`config.mk`:
```
export PLATFORM = sky130hd
export DESIGN_NAME = crc_port_arbiter
export DESIGN_NICKNAME = d
export VERILOG_FILES = /design/src/rtl/crc_port_arbiter.sv
export SDC_FILE = /design/constraint.sdc
export NUM_CORES = 1
export LEC_CHECK = 0
export ABC_AREA = 1
export BUFFER_PORTS_ARGS = -buffer_cell sky130_fd_sc_hd__buf_4
export CORE_AREA = 2 2 74 76
export DETAILED_ROUTE_END_ITERATION = 7
export DIE_AREA = 0 0 76 78
export GPL_ROUTABILITY_DRIVEN = 0
export PLACE_DENSITY = 0.82
export SLEW_MARGIN = 20
export SYNTH_ARGS = -nofsm -noshare
export SYNTH_HDL_FRONTEND = slang
export SYNTH_SLANG_ARGS = --single-unit
export TNS_END_PERCENT = 1
```
`constraint.sdc`:
```
create_clock -name iClk -period 2.5 [get_ports iClk]
set_input_delay 0.5 -clock iClk [delete_from_list [all_inputs] [get_ports iClk]]
set_output_delay 0.5 -clock iClk [all_outputs]
set_load 0.02 [all_outputs]
```
`src/rtl/crc_port_arbiter.sv`:
```
// Packet-level round-robin arbiter sharing one CRC append stage between PORT_NUM ingress ports.
// Optional idle-beat watchdog is built when CRC_ARB_TIMEOUT_EN is defined.
module crc_port_arbiter #(
  parameter int unsigned PORT_NUM       = 4,
  parameter int unsigned DATA_WIDTH     = 32,
  parameter int unsigned TIMEOUT_CYCLES = 1024
) (
  input  logic                           iClk,
  input  logic                           iRst_n,
  input  logic [PORT_NUM-1:0]            iReq,
  input  logic [PORT_NUM-1:0]            iSop,
  input  logic [PORT_NUM-1:0]            iEop,
  input  logic [PORT_NUM-1:0]            iVld,
  input  logic [PORT_NUM*DATA_WIDTH-1:0] iData,
  output logic [PORT_NUM-1:0]            oReady,
  output logic [PORT_NUM-1:0]            oGrant,
  output logic                           oWrSop,
  output logic                           oWrEop,
  output logic                           oWrVld,
  output logic [DATA_WIDTH-1:0]          oWrData,
  input  logic                           iFull,
  output logic                           oTimeout
);

  localparam int unsigned IDX_W = (PORT_NUM > 1) ? $clog2(PORT_NUM) : 1;

  typedef enum logic [1:0] {
    ST_IDLE,
    ST_XFER,
    ST_GAP
  } state_t;

  state_t                r_state;
  logic [PORT_NUM-1:0]   r_grant;
  logic [IDX_W-1:0]      r_gidx;
  logic [IDX_W-1:0]      r_last;

  logic                  w_found;
  logic [IDX_W-1:0]      w_pick;
  logic [IDX_W-1:0]      w_cand;
  logic                  w_xfer;
  logic                  w_sop;
  logic                  w_eop;
  logic                  w_vld;
  logic [DATA_WIDTH-1:0] w_data;
  logic                  w_eop_acc;
  logic                  w_timeout;

  // Search order starts just after the last served port, so the previous winner comes last.
  always_comb begin
    // NOTE: every combinational output gets a default first so no path leaves it unassigned (no latch).
    w_found = 1'b0;
    w_pick  = '0;
    w_cand  = '0;
    for (int unsigned i = 1; i <= PORT_NUM; i++) begin
      w_cand = IDX_W'((32'(r_last) + i) % PORT_NUM);
      if (!w_found && iReq[w_cand]) begin
        w_found = 1'b1;
        w_pick  = w_cand;
      end
    end
  end

  assign w_xfer = (r_state == ST_XFER);

  always_comb begin
    w_sop  = 1'b0;
    w_eop  = 1'b0;
    w_vld  = 1'b0;
    w_data = '0;
    oReady = '0;
    for (int unsigned p = 0; p < PORT_NUM; p++) begin
      if (r_gidx == IDX_W'(p)) begin
        w_sop     = iSop[p];
        w_eop     = iEop[p];
        w_vld     = iVld[p];
        w_data    = iData[p*DATA_WIDTH +: DATA_WIDTH];
        oReady[p] = w_xfer && !iFull;
      end
    end
  end

  assign w_eop_acc = w_xfer && w_eop && !iFull;

  assign oWrSop   = w_xfer && w_sop && !iFull;
  assign oWrVld   = w_xfer && w_vld && !iFull;
  assign oWrEop   = w_eop_acc || w_timeout;
  assign oWrData  = oWrVld ? w_data : '0;
  assign oGrant   = r_grant;
  assign oTimeout = w_timeout;

`ifdef CRC_ARB_TIMEOUT_EN
  localparam int unsigned CNT_W = $clog2(TIMEOUT_CYCLES + 1);

  logic [CNT_W-1:0] r_wd_cnt;
  logic             w_none;

  assign w_none    = !(w_sop || w_eop || w_vld);
  // The abort fires on the idle cycle that would bring the count to TIMEOUT_CYCLES.
  assign w_timeout = w_xfer && !iFull && w_none && (r_wd_cnt == CNT_W'(TIMEOUT_CYCLES - 1));

  always_ff @(posedge iClk or negedge iRst_n) begin
    if (!iRst_n) begin
      r_wd_cnt <= '0;
    end else if (!w_xfer || w_timeout) begin
      r_wd_cnt <= '0;
    end else if (!iFull) begin
      r_wd_cnt <= w_none ? r_wd_cnt + 1'b1 : '0;
    end
  end
`else
  assign w_timeout = 1'b0;
`endif

  always_ff @(posedge iClk or negedge iRst_n) begin
    // NOTE: sequential state uses non-blocking assignments so all registers update from pre-edge values.
    if (!iRst_n) begin
      r_state <= ST_IDLE;
      r_grant <= '0;
      r_gidx  <= '0;
      r_last  <= IDX_W'(PORT_NUM - 1);
    end else begin
      unique case (r_state)
        ST_IDLE: begin
          if (w_found) begin
            r_grant <= {{(PORT_NUM-1){1'b0}}, 1'b1} << w_pick;
            r_gidx  <= w_pick;
            r_state <= ST_XFER;
          end
        end
        ST_XFER: begin
          if (w_eop_acc || w_timeout) begin
            r_last  <= r_gidx;
            r_grant <= '0;
            r_state <= ST_GAP;
          end
        end
        // One spare cycle lets the CRC stage emit its CRC word before the next SOP.
        ST_GAP: begin
          if (!iFull) r_state <= ST_IDLE;
        end
        default: r_state <= ST_IDLE;
      endcase
    end
  end

endmodule

```
==> results by group, run 1 <==
Run status
  – Status: finished, final reports clean

Floorplan
  – Die width: 76 um
  – Initial Util: 36.13%
  – Full die area: 5928 um2
  – DIE HEIGHT: 78 um
  – Rows: 26
  – I/O pins: 191
  – Core area: 5042 um2

Synthesis
  – Seq/Total Area, Yosys: 13.87%
  – Post-synth EDFFs: 0
  – Synth Register Bits: 10
  – Ys flop type: dfrtp_1
  – Synth top area cells: nand2_1 19%, nor2_1 12%, dfrtp_1 11%, o21ai_0 9.6%, a221oi_1 5.3%
  – Yosys cell types: 29
  – FFs w/ async S/R, synth: 100.0%
  – Synth warnings: 0
  – Synth area leader: nand2_1
  – Syn_area_per_cell: 5.438 um2
  – Post-Syn Area: 1822 um2
  – Post-synth top area share: 19.37%
  – Synthesized net count: 482
  – Synth Instances: 335

Placed design
  – IO Port Bufs: 189
  – Dpl cell area: 3273 um2
  – Post-DP HPWL: 7.248 mm

Finish
  – NumNets Final: 673
  – Layout cells sized above 1: 47.24%
  – Layout area overhead: 90.38%
  – Final non-filler cell area: 3468 um2
  – Antenna diodes: 0

Route
  – DRT met1 WL: 3.541 mm
  – DR iter-0 viols: 129
  – Number of routed nets with antenna violations: 0
  – Vias per cell: 5.119
  – Drt total wl: 9.255 mm
  – Met2 Wirelength: 4.706 mm
  – WL/cell: 15.55 um
  – Top routing layer used: met4
  – 1st-pass router iterations: 4
  – Total number of vias: 3046
  – DRC Markers: 0
  – Met3 Wirelength: 807 um

Global route
  – Initial antenna violation count: 0
  – Pin count of the biggest net entering global routing: 22
  – GRT Overall Usage: 29.48%
  – Global-route wire length before repair: 14.35 mm
  – Vias in the first global route: 2977
  – GRT Residual Overflow: 0

CTS
  – Sink Count: 10
  – CTS tree: built
  – Clock insertion delay at the later pin of the skew report: 0.24 ns
  – Root buffer cell: clkbuf_8
  – Longest Clk Path Bufs: 2
  – CTS Buf Count: 3
  – H-tree depth: 1
  – Clk slew on worst S/H paths: 0.05 ns

Setup path
  – CP Launch Type: flop
  – FF-to-FF setup slack: 0.50 ns
  – Crit path to: oWrEop
  – R2r startpoint: r_last[0]
  – R2R cell count: 11
  – WP data required: 2.00 ns
  – Setup crit start: r_gidx[1]
  – CP Capture Type: output port
  – CP Max Fanout: 20
  – Arr. time, crit path: 1.90 ns
  – Critical path class: reg2out
  – Worst reg2reg endpoint: oGrant[0]

Power
  – P per Cell Area: 996.3 nW/um2
  – Leak: 1.945 nW
  – Worst VDD drop: 0.0006884 V

Timing
  – Setup violations, final: 0
  – Setup Skew: 0.001251 ns
  – Setup TNS: 0 ns
  – F_max: 417.0 MHz
  – Max Slew Vio Count: 0
  – RSZ-0062 raised after global routing: true
  – Final min period: 2.398 ns
  – Period utilisation layout: 95.93%
  – Final Hold Violating Endpoints: 0
  – Min Hold Slack: 0.07308 ns

Flow run
  – Max Cap Viol: 0

Worst hold path
  – Worst min path class: in2async
worst max-delay path: stages (launching register included):
cell and delay, ns:
dfrtp_2 0.41, buf_4 0.17, nor2_2 0.13, buf_4 0.26, nand2_1 0.10, nand3_1 0.09
nand2_1 0.09, inv_1 0.10, o21ai_4 0.10, inv_1 0.07, buf_4 0.13
synthesized netlist by cell type (3+ instances only):
cell type  instances
nand2_1           94
nor2_1            57
o21ai_0           35
nand3_1           19
inv_1             18
a21oi_1           16
o22ai_1           15
clkbuf_1          12
a221oi_1          11
dfrtp_1            8
buf_6              6
nand2_2            6
inv_2              5
a211oi_1           4
buf_4              4
nand4_1            3
nor2_2             3
nor3_1             3
cell usage in the layout (no fill, tap or decap), types with 4 or more instances in the layout:
cell type  instances
nand2_2            6
nand3_1           19
dfrtp_1            6
nor2_1            57
buf_4            204
nand2_1           93
inv_1             16
inv_2              5
a21oi_1           16
a221oi_1           8
o21ai_0           34
o22ai_1           15
buf_6              4
clkbuf_8           4
report_power, final:
group          switching [W]  total [W]  leakage (nW)  internal, W
clock network      0.0000734   0.000213        0.0288     0.000139
registers          0.0000840   0.000332         0.121     0.000248
logic                0.00174    0.00291          1.79      0.00117
total                0.00190    0.00346          1.94      0.00156
state kept, by name (all words and copies together) (netlist names):
| register | cells |
|---|---|
| oGrant | 4 |
| r_gidx | 2 |
| r_last | 2 |
| r_state | 2 |
per-layer routing:
layer	vias to the layer above	GRT usage (%)
met5	-	0
met3	18	8.023
met4	0	7.455
met1	1375	32.96
li1	1500	-
met2	153	55.27
layout make-up:
| class | instances | area [um2] |
|---|---|---|
| clock buffers | 4 | 55.05 |
| fillers | 475 | 1574 |
| well taps | 70 | 87.58 |
| repair buffers | 210 | 1602 |
| inverters | 23 | 93.84 |
| multi-input cells | 278 | 1375 |
| flip-flops and latches | 10 | 255.2 |
stage by stage:
stage / instances / setup WS [ns] / power [W] / utilization (%)
final: 595 / 0.1018 / 0.003455 / 68.78
after global routing: 595 / -0.03750 / 0.003765 / 68.78
after CTS: 591 / -0.01414 / 0.003326 / 66.97
after detailed placement: 583 / 0.1552 / 0.003025 / 64.91
after global placement: 583 / 0.2155 / 0.002948 / 64.91
after floorplan: 335 / 0.2162 / 0.002176 / -
how the worst min path moves through the flow:
stage	startpoint	cells past startpoint	end	slack, ns
global placement	iRst_n	1	oGrant[2]	0.33
detailed placement	iRst_n	1	oGrant[2]	0.34
floorplan	iRst_n	0	oGrant[0]	0.20
CTS	iRst_n	1	oGrant[1]	0.08
finish	iRst_n	1	oGrant[1]	0.07
global route	iRst_n	1	oGrant[1]	0.08
cells by family after synthesis:
logic type      Yosys count  synth area share, %
compound gates           85                27.89
buf+inv                  47                13.12
flops                    10                13.87
other cells               1               0.2058
simple gates            192                44.92
repair_timing:
action                                 4_1_cts  5_1_grt
setup endpoints to repair                   27       31
hold buffers                                 0        0
resized for setup                            3       16
setup buffers                                4        4
endpoints found under the hold margin        0        0
(Power assumes the default switching activity.)
==> inputs of run 2 (changes only) <==
--- a/config.mk
+++ b/config.mk
@@ -11,7 +11,7 @@
 export DETAILED_ROUTE_END_ITERATION = 7
 export DIE_AREA = 0 0 76 78
 export GPL_ROUTABILITY_DRIVEN = 0
-export PLACE_DENSITY = 0.82
+export PLACE_DENSITY_LB_ADDON = 0.08
 export SLEW_MARGIN = 20
 export SYNTH_ARGS = -nofsm -noshare
 export SYNTH_HDL_FRONTEND = slang
==> run 2 against run 1 <==
  * Critical path depth did not move
  * Sequential cell count stayed put
  * Cell count is 0.17% lower
  * Sequential power hardly changed
  * Critical path type unchanged
  * Critical endpoint is now oWrData[12]
==> results by group, run 2 (synthesis gave the netlist of run 1 again) <==
Run status
  – Status: finished, final reports clean (unchanged)

Global route
  – Global-route wire length before repair: 13.52 mm (was 14.35 mm)
  – Initial antenna violation count: 0 (unchanged)
  – Pin count of the biggest net entering global routing: 21 (was 22)
  – Vias in the first global route: 2857 (was 2977)
  – GRT Residual Overflow: 0 (unchanged)
  – GRT Overall Usage: 27.34% (was 29.48%)

Route
  – DRC Markers: 0 (unchanged)
  – 1st-pass router iterations: 4 (unchanged)
  – Number of routed nets with antenna violations: 0 (unchanged)
  – Drt total wl: 8.680 mm (was 9.255 mm)
  – WL/cell: 14.61 um (was 15.55 um)
  – Vias per cell: 5.051 (was 5.119)
  – Total number of vias: 3000 (was 3046)
  – DR iter-0 viols: 195 (was 129)

Setup path
  – Cell Chain, Critical Path: buf_8 -> inv_1 -> nand2_2 -> clkinvlp_4 -> buf_4 -> a221oi_1 -> nand2_1 -> o21ai_0 -> nor2_1 -> buf_4 (was buf_4 -> nor2_2 -> buf_4 -> nand2_1 -> nand3_1 -> nand2_1 -> inv_1 -> o21ai_4 -> inv_1 -> buf_4)
  – CP Max Fanout: 10 (was 20)
  – Arr. time, crit path: 1.89 ns (was 1.90 ns)
  – CP bufs+invs: 5 (unchanged)
  – CP max stage cell: dfrtp_2 (unchanged)
  – CP Capture Type: output port (unchanged)
  – Top delay family on crit path: buffers and inverters (unchanged)
  – Worst path most repeated cell: buf_4 (unchanged)
  – CP peak stage delay: 0.44 ns (was 0.41 ns)
  – CP Launch Type: flop (unchanged)
  – Critical path class: reg2out (unchanged)
  – WP data required: 2.00 ns (about the same)

Timing
  – Setup Skew: 0.003222 ns (was 0.001251 ns)
  – Period utilisation layout: 95.44% (was 95.93%)
  – Worst Setup Slack, final: 0.1140 ns (was 0.1018 ns)
  – Final Hold Violating Endpoints: 0 (unchanged)
  – Final min period: 2.386 ns (was 2.398 ns)
  – F_max: 419.1 MHz (was 417.0 MHz)
  – Setup violations, final: 0 (unchanged)
  – Min Hold Slack: 0.08223 ns (was 0.07308 ns)
  – Setup TNS: 0 ns (unchanged)
  – Max Slew Vio Count: 0 (unchanged)

CTS
  – CTS tree: built (unchanged)
  – Clock insertion delay at the later pin of the skew report: 0.24 ns (about the same)
  – Longest Clk Path Bufs: 2 (unchanged)
  – Clk slew on worst S/H paths: 0.05 ns (about the same)
  – Root buffer cell: clkbuf_8 (unchanged)
  – Sink Count: 10 (unchanged)
  – H-tree depth: 1 (unchanged)
  – CTS Buf Count: 3 (unchanged)
  – CTS Hold Bufs: 0 (unchanged)

Floorplan
  – Die width: 76 um (unchanged)
  – Full die area: 5928 um2 (unchanged)
  – Rows: 26 (unchanged)
  – DIE HEIGHT: 78 um (unchanged)
  – I/O pins: 191 (unchanged)
  – Initial Util: 36.13% (unchanged)
  – Core area: 5042 um2 (unchanged)

Finish
  – Layout area overhead: 87.64% (was 90.38%)
  – Antenna diodes: 0 (unchanged)
  – Most frequent cells in the layout: 205 x buf_4, 93 x nand2_1, 57 x nor2_1 (was 204 x buf_4, 93 x nand2_1, 57 x nor2_1)
  – Final core occ: 67.79% (was 68.78%)
  – Commonest non-fill, non-tap cell in the layout: buf_4 (unchanged)
  – NumNets Final: 673 (unchanged)
  – Layout cells sized above 1: 46.18% (was 47.24%)
  – Max reg flops: 4 (unchanged)

Placed design
  – Pre-CTS setup slack: 0.2697 ns (was 0.1552 ns)
  – IO Port Bufs: 189 (unchanged)
  – Post-DP HPWL: 6.961 mm (was 7.248 mm)

Power
  – P per Cell Area: 963.8 nW/um2 (was 996.3 nW/um2)
  – Worst VDD drop: 0.0005577 V (was 0.0006884 V)
  – Total power: 0.003295 W (was 0.003455 W)
  – Leak: 1.916 nW (was 1.945 nW)

Worst hold path
  – Worst min path class: in2async (unchanged)

Flow run
  – Max Cap Viol: 0 (unchanged)
[run 2: stage by stage]
stage	instances	instance area (um2)
after floorplan	335	1822
after global placement	584	3281
after detailed placement	584	3281
after CTS	587	3322
after global routing	594	3418
final	594	3418
[run 2: layout make-up]
type | instances | area [um2]
Sequential cell | 10 | 255.2
Multi-Input combinational cell | 278 | 1339
Tap cell | 70 | 87.58
Timing Repair Buffer | 210 | 1602
Clock buffer | 3 | 41.29
Fill cell | 486 | 1624
Inverter | 23 | 93.84
[run 2: layer usage]
metal  GRT usage (%)  wire length, um  vias up
li1                -                -     1505
met1           31.62             3334     1306
met2           50.54             4417      166
met3           5.116              662       23
met4           9.273              266        0
met5               0                0        -
[run 2: final timing paths]
kind,from,to,slack [ns],cells after the start
setup / recovery,r_gidx[1],oWrData[12],0.11,10
hold / removal,iRst_n,oGrant[0],0.08,1
setup reg to reg,r_last[0],oGrant[2],0.58,11
hold reg to reg,oGrant[1],oGrant[1],0.51,2
max in group asynchronous,iRst_n,r_last[0],2.19,1
min in group iClk,iFull,r_state[1],0.51,3
[run 2: report_power, final]
group / internal (W) / total, W / switching (W)
Sequential: 0.000248 / 0.000335 / 0.0000868
Combinational: 0.00114 / 0.00279 / 0.00165
Clock: 0.000105 / 0.000168 / 0.0000624
Total: 0.00150 / 0.00329 / 0.00180
[run 2: timing repair]
action | 4_1_cts | 5_1_grt
gates resized for setup | 0 | 10
endpoints found under the setup margin | 0 | 33
setup buffers | 0 | 7
